## src/rtl/ab_sequence_gen.sv

```systemverilog
// Pattern sequencer: plays a small {a,b} symbol memory for a programmable
// number of steps and passes. A pass count of zero means the pattern repeats until stopped.
module ab_sequence_gen #(
  parameter int DEPTH = 8,
  parameter int RW    = 4
) (
  input  logic                     CLK,
  input  logic                     reset,
  input  logic                     wr_en,
  input  logic [$clog2(DEPTH)-1:0] wr_addr,
  input  logic [1:0]               wr_data,
  input  logic [$clog2(DEPTH)-1:0] len,
  input  logic [RW-1:0]            reps,
  input  logic                     start,
  input  logic                     stop,
  output logic                     a,
  output logic                     b,
  output logic                     valid,
  output logic                     busy,
  output logic                     done
);

  localparam int AW = $clog2(DEPTH);

  typedef enum logic [1:0] {
    S_IDLE = 2'd0,
    S_RUN  = 2'd1,
    S_DONE = 2'd2
  } state_t;

  state_t        state_r, state_s;
  logic [AW-1:0] idx_r, idx_s, idx_inc_s;
  logic [RW-1:0] pc_r, pc_s, pc_inc_s;
  logic [AW-1:0] len_r, len_s;
  logic [RW-1:0] reps_r, reps_s;
  logic [1:0]    mem_r [DEPTH];

  logic          mem_we_s;
  logic          last_step_s;
  logic          last_pass_s;
  logic [1:0]    sym_s;
  logic          valid_s;
  logic          busy_s;
  logic          done_s;

  logic          a_r, b_r, valid_r, busy_r, done_r;

  assign idx_inc_s   = idx_r + AW'(1);
  assign pc_inc_s    = pc_r + RW'(1);
  assign last_step_s = (idx_r == len_r);
  // Pass counter free-wraps when reps is zero, so completion needs a nonzero target.
  assign last_pass_s = (reps_r != {RW{1'b0}}) && (pc_inc_s == reps_r);

  // Next-state, counter and registered-output decode.
  always_comb begin
    state_s  = state_r;
    idx_s    = idx_r;
    pc_s     = pc_r;
    len_s    = len_r;
    reps_s   = reps_r;
    mem_we_s = 1'b0;
    sym_s    = 2'b00;
    valid_s  = 1'b0;
    busy_s   = 1'b0;
    done_s   = 1'b0;
    case (state_r)
      S_IDLE: begin
        mem_we_s = wr_en;
        if (start && !stop) begin
          state_s = S_RUN;
          len_s   = len;
          reps_s  = reps;
          idx_s   = {AW{1'b0}};
          pc_s    = {RW{1'b0}};
          sym_s   = mem_r[0];
          valid_s = 1'b1;
          busy_s  = 1'b1;
        end else begin
          state_s = S_IDLE;
        end
      end
      S_RUN: begin
        if (stop) begin
          state_s = S_IDLE;
        end else if (last_step_s && last_pass_s) begin
          state_s = S_DONE;
          done_s  = 1'b1;
        end else if (last_step_s) begin
          idx_s   = {AW{1'b0}};
          pc_s    = pc_inc_s;
          sym_s   = mem_r[0];
          valid_s = 1'b1;
          busy_s  = 1'b1;
        end else begin
          idx_s   = idx_inc_s;
          sym_s   = mem_r[idx_inc_s];
          valid_s = 1'b1;
          busy_s  = 1'b1;
        end
      end
      S_DONE: begin
        state_s = S_IDLE;
      end
      default: begin
        state_s = S_IDLE;
      end
    endcase
  end

  // State, counters, latched parameters and registered outputs.
  always_ff @(posedge CLK) begin
    if (reset) begin
      state_r <= S_IDLE;
      idx_r   <= {AW{1'b0}};
      pc_r    <= {RW{1'b0}};
      len_r   <= {AW{1'b0}};
      reps_r  <= {RW{1'b0}};
      a_r     <= 1'b0;
      b_r     <= 1'b0;
      valid_r <= 1'b0;
      busy_r  <= 1'b0;
      done_r  <= 1'b0;
    end else begin
      state_r <= state_s;
      idx_r   <= idx_s;
      pc_r    <= pc_s;
      len_r   <= len_s;
      reps_r  <= reps_s;
      a_r     <= sym_s[1];
      b_r     <= sym_s[0];
      valid_r <= valid_s;
      busy_r  <= busy_s;
      done_r  <= done_s;
    end
  end

  // Pattern memory; writable only while idle so a running pattern is stable.
  always_ff @(posedge CLK) begin
    if (reset) begin
      for (int i = 0; i < DEPTH; i++) begin
        mem_r[i] <= 2'b00;
      end
    end else if (mem_we_s) begin
      mem_r[wr_addr] <= wr_data;
    end else begin
      mem_r[wr_addr] <= mem_r[wr_addr];
    end
  end

  assign a     = a_r;
  assign b     = b_r;
  assign valid = valid_r;
  assign busy  = busy_r;
  assign done  = done_r;

endmodule

```

## config.mk

```make
export PLATFORM = sky130hd
export DESIGN_NAME = ab_sequence_gen
export DESIGN_NICKNAME = d
export VERILOG_FILES = /design/src/rtl/ab_sequence_gen.sv
export SDC_FILE = /design/constraint.sdc
export NUM_CORES = 1
export LEC_CHECK = 0
export BUFFER_PORTS_ARGS = -buffer_cell sky130_fd_sc_hd__buf_2
export CORE_AREA = 2 2 60 62
export CTS_BUF_LIST = sky130_fd_sc_hd__clkbuf_4 sky130_fd_sc_hd__clkbuf_8 sky130_fd_sc_hd__clkbuf_16
export DETAILED_ROUTE_END_ITERATION = 12
export DIE_AREA = 0 0 62 64
export PLACE_DENSITY = 0.79
export SYNTH_ARGS = -nofsm -noshare
export SYNTH_HDL_FRONTEND = slang
export SYNTH_SLANG_ARGS = --single-unit
```

## constraint.sdc

```tcl
create_clock -name CLK -period 2.5 [get_ports CLK]
set_input_delay 0.5 -clock CLK [delete_from_list [all_inputs] [get_ports CLK]]
set_output_delay 0.5 -clock CLK [all_outputs]
set_load 0.005 [all_outputs]
```

==> impl_metrics.yaml <==
run_status:
  outcome: "finished, final reports clean"
drt:
  detail-route-antenna-nets: 0
  vias: 1424
  wl_per_cell_um: 16.0
  via_per_inst: 5.88
  wl_mm: 3.87
  drt_iter0_drc: 73
  firstDrtPassIters: 4
  drcViolationCount: 0
clock_tree:
  worstSkewPairLatency_ns: 0.35
  root_buffer: "clkbuf_4"
  cts_resized: 0
  postCtsSetupBuffers: 0
  cts.path.max_buffers: 2
  cts_max_level: 2
  cts_hold_buf: 0
  path_clk_slew_ns: 0.11
  numCtsBuffers: 5
  cts_sinks: 36
  cts_tree: "done"
yosys:
  synth_top_area_share_pct: 26.0
  synth-edff-count: 16
  synth_most_common_cell: "nand2_1"
  async_flop_share_pct: 0
  synthTopCellsByCount: "25 x nand2_1, 20 x dfxtp_1, 16 x edfxtp_1"
  synth_warnings: 0
  syn_area_um2: 1850
  syn_inst: 177
  seq_area_frac_synth_pct: 47.7
  synth_top_cell_by_area: "edfxtp_1"
  yosysUniqueCellTypes: 53
  synth_nets: 196
  ys_ff_latch: 36
  synth.area.top_cells: "edfxtp_1 26%, dfxtp_1 22%, mux4_1 5.7%, nand2_1 5.1%, a21oi_1 2.7%"
  ys.flop_type: "dfxtp_1"
  syn_area_per_cell_um2: 10.4
sta:
  drv_slew: 0
  relSlewSlack_pct: 59.7
  final.min_clock_period_ns: 2.18
  setup_viol: 0
  hold_viol: 0
  fin_skew_ns: 0.00795
  rsz0062_at_grt: "false"
  worst_pin_slew_ns: 0.603
  fmax_mhz: 458
  tns_ns: 0
  fin_crit_sh_pct: 87.4
cells_and_area:
  diodes: 0
  fin_util_pct: 62.5
  drive_gt1_share_pct: 20.9
  instances_no_fill: 242
  area_growth_syn_to_layout_pct: 11.0
  fin_nets: 214
  final-seq-area_um2: 881
  multi_input_area_um2: 893
  nFillCells: 273
floorplanning:
  fp.coreArea_um2: 3280
  initial_utilization_pct: 56.3
  chipWidth_um: 62
  rows: 21
  die_h_um: 64
  io_pins: 22
  die_area_um2: 3970
run:
  max_cap_viol_count: 0
worst_setup_path:
  worstSetupEndpointType: "register"
  worstPathRequired_ns: 2.78
  regToRegSetupSlack_ns: 0.32
  crit_fanout: 7
  arrival_ns: 2.47
  crit_path_start_kind: "register"
  worstSetupPathType: "register to register"
global_routing:
  grt-ovfl-total: 0
  grt_max_degree: 20
  grt_antenna_before_repair: 0
  grt_usage_pct: 22.5
  grt_pass1_vias: 1456
  grt_pass1_wl_mm: 6.44
power:
  p_leak_nw: 0.813
  ir_worst_vdd_v: 0.000443
  power.density_nw_per_um2: 577
place:
  dp_cells: 234
  placement.io_buffers: 21
  routabilityCongestion: 0.850
  dpl.hpwl_mm: 2.93
worst_hold_path:
  min_path_type: "primary input to register"
## routing by layer
layer	track usage, %	share of wire, %	up-vias
met5	0	0	-
met4	12.5	3.5	0
met3	5.47	3.7	12
met2	37.5	53	35
li1	-	-	694
met1	25.3	40	683
## cell usage in the layout (no fill, tap or decap), types with 3 or more instances in the layout
| master | count |
|---|---|
| o211ai_1 | 3 |
| o21ai_0 | 5 |
| nor3b_1 | 5 |
| nand2_1 | 25 |
| dfxtp_1 | 20 |
| nor2_1 | 9 |
| a21oi_1 | 10 |
| mux4_1 | 4 |
| clkbuf_4 | 5 |
| nor4_1 | 4 |
| buf_2 | 21 |
| edfxtp_1 | 16 |
| and2_1 | 4 |
| inv_1 | 3 |
| nor3_1 | 9 |
| mux2i_1 | 4 |
| xor2_1 | 4 |
## worst max-delay path, stage by stage, from the launching register on
cell and delay [ns]:
dfxtp_1 0.48, ha_1 0.31, xor2_1 0.16, nor3_1 0.27, o211ai_1 0.29, o21ai_2 0.39, mux2i_1 0.23
## logic make-up after synthesis
kind of cell | after synthesis | synth area share (%)
multiplexers | 9 | 8.46
flip-flops | 36 | 47.7
adder cells (fa/ha/maj) | 2 | 1.35
buffers and inverters | 16 | 3.99
AO/OA/AOI/OAI | 32 | 11.9
XOR/XNOR | 7 | 4.54
AND/OR/NAND/NOR | 75 | 22.1
## sequential cells by signal, summed over array words and instances (netlist names), 2 cells and up
| name | cells |
|---|---|
| idx_r | 3 |
| len_r | 3 |
| mem_r | 16 |
| pc_r | 4 |
| reps_r | 4 |
| state_r | 2 |
## power breakdown
group | switching, mW | internal [mW]
logic | 0.0675 | 0.0453
clock network | 0.194 | 0.235
registers | 0.0118 | 0.631
total | 0.273 | 0.911
## path summary, 6_finish.rpt
check                                           start                endpoint  cells past startpoint
worst max-delay path             pc_r[0]$_SDFFE_PP0P_    pc_r[1]$_SDFFE_PP0P_                      6
worst min register to register  len_r[2]$_SDFFE_PP0P_   len_r[2]$_SDFFE_PP0P_                      2
worst max register to register   pc_r[0]$_SDFFE_PP0P_    pc_r[1]$_SDFFE_PP0P_                      6
worst min-delay path                          reps[3]  reps_r[3]$_SDFFE_PP0P_                      3
## metrics by stage
step	cell area [um^2]	power (mW)	hold slack, ns	setup WS, ns
after floorplan	1850	0.732	0.445	0.620
after global placement	1970	0.761	0.459	0.398
after detailed placement	1970	0.768	0.462	0.277
after CTS	2050	1.19	0.372	0.324
after global routing	2050	1.23	0.369	0.165
final	2050	1.18	0.376	0.316
## area by class of cell
class	instances	area share, %
Inverter	4	0.732
Timing Repair Buffer	23	5.85
Clock inverter	2	1.65
Sequential cell	36	42.9
Multi-Input combinational cell	125	43.5
Clock buffer	6	2.50
Tap cell	46	2.80
Note: power is estimated with default switching activity, not from simulation.
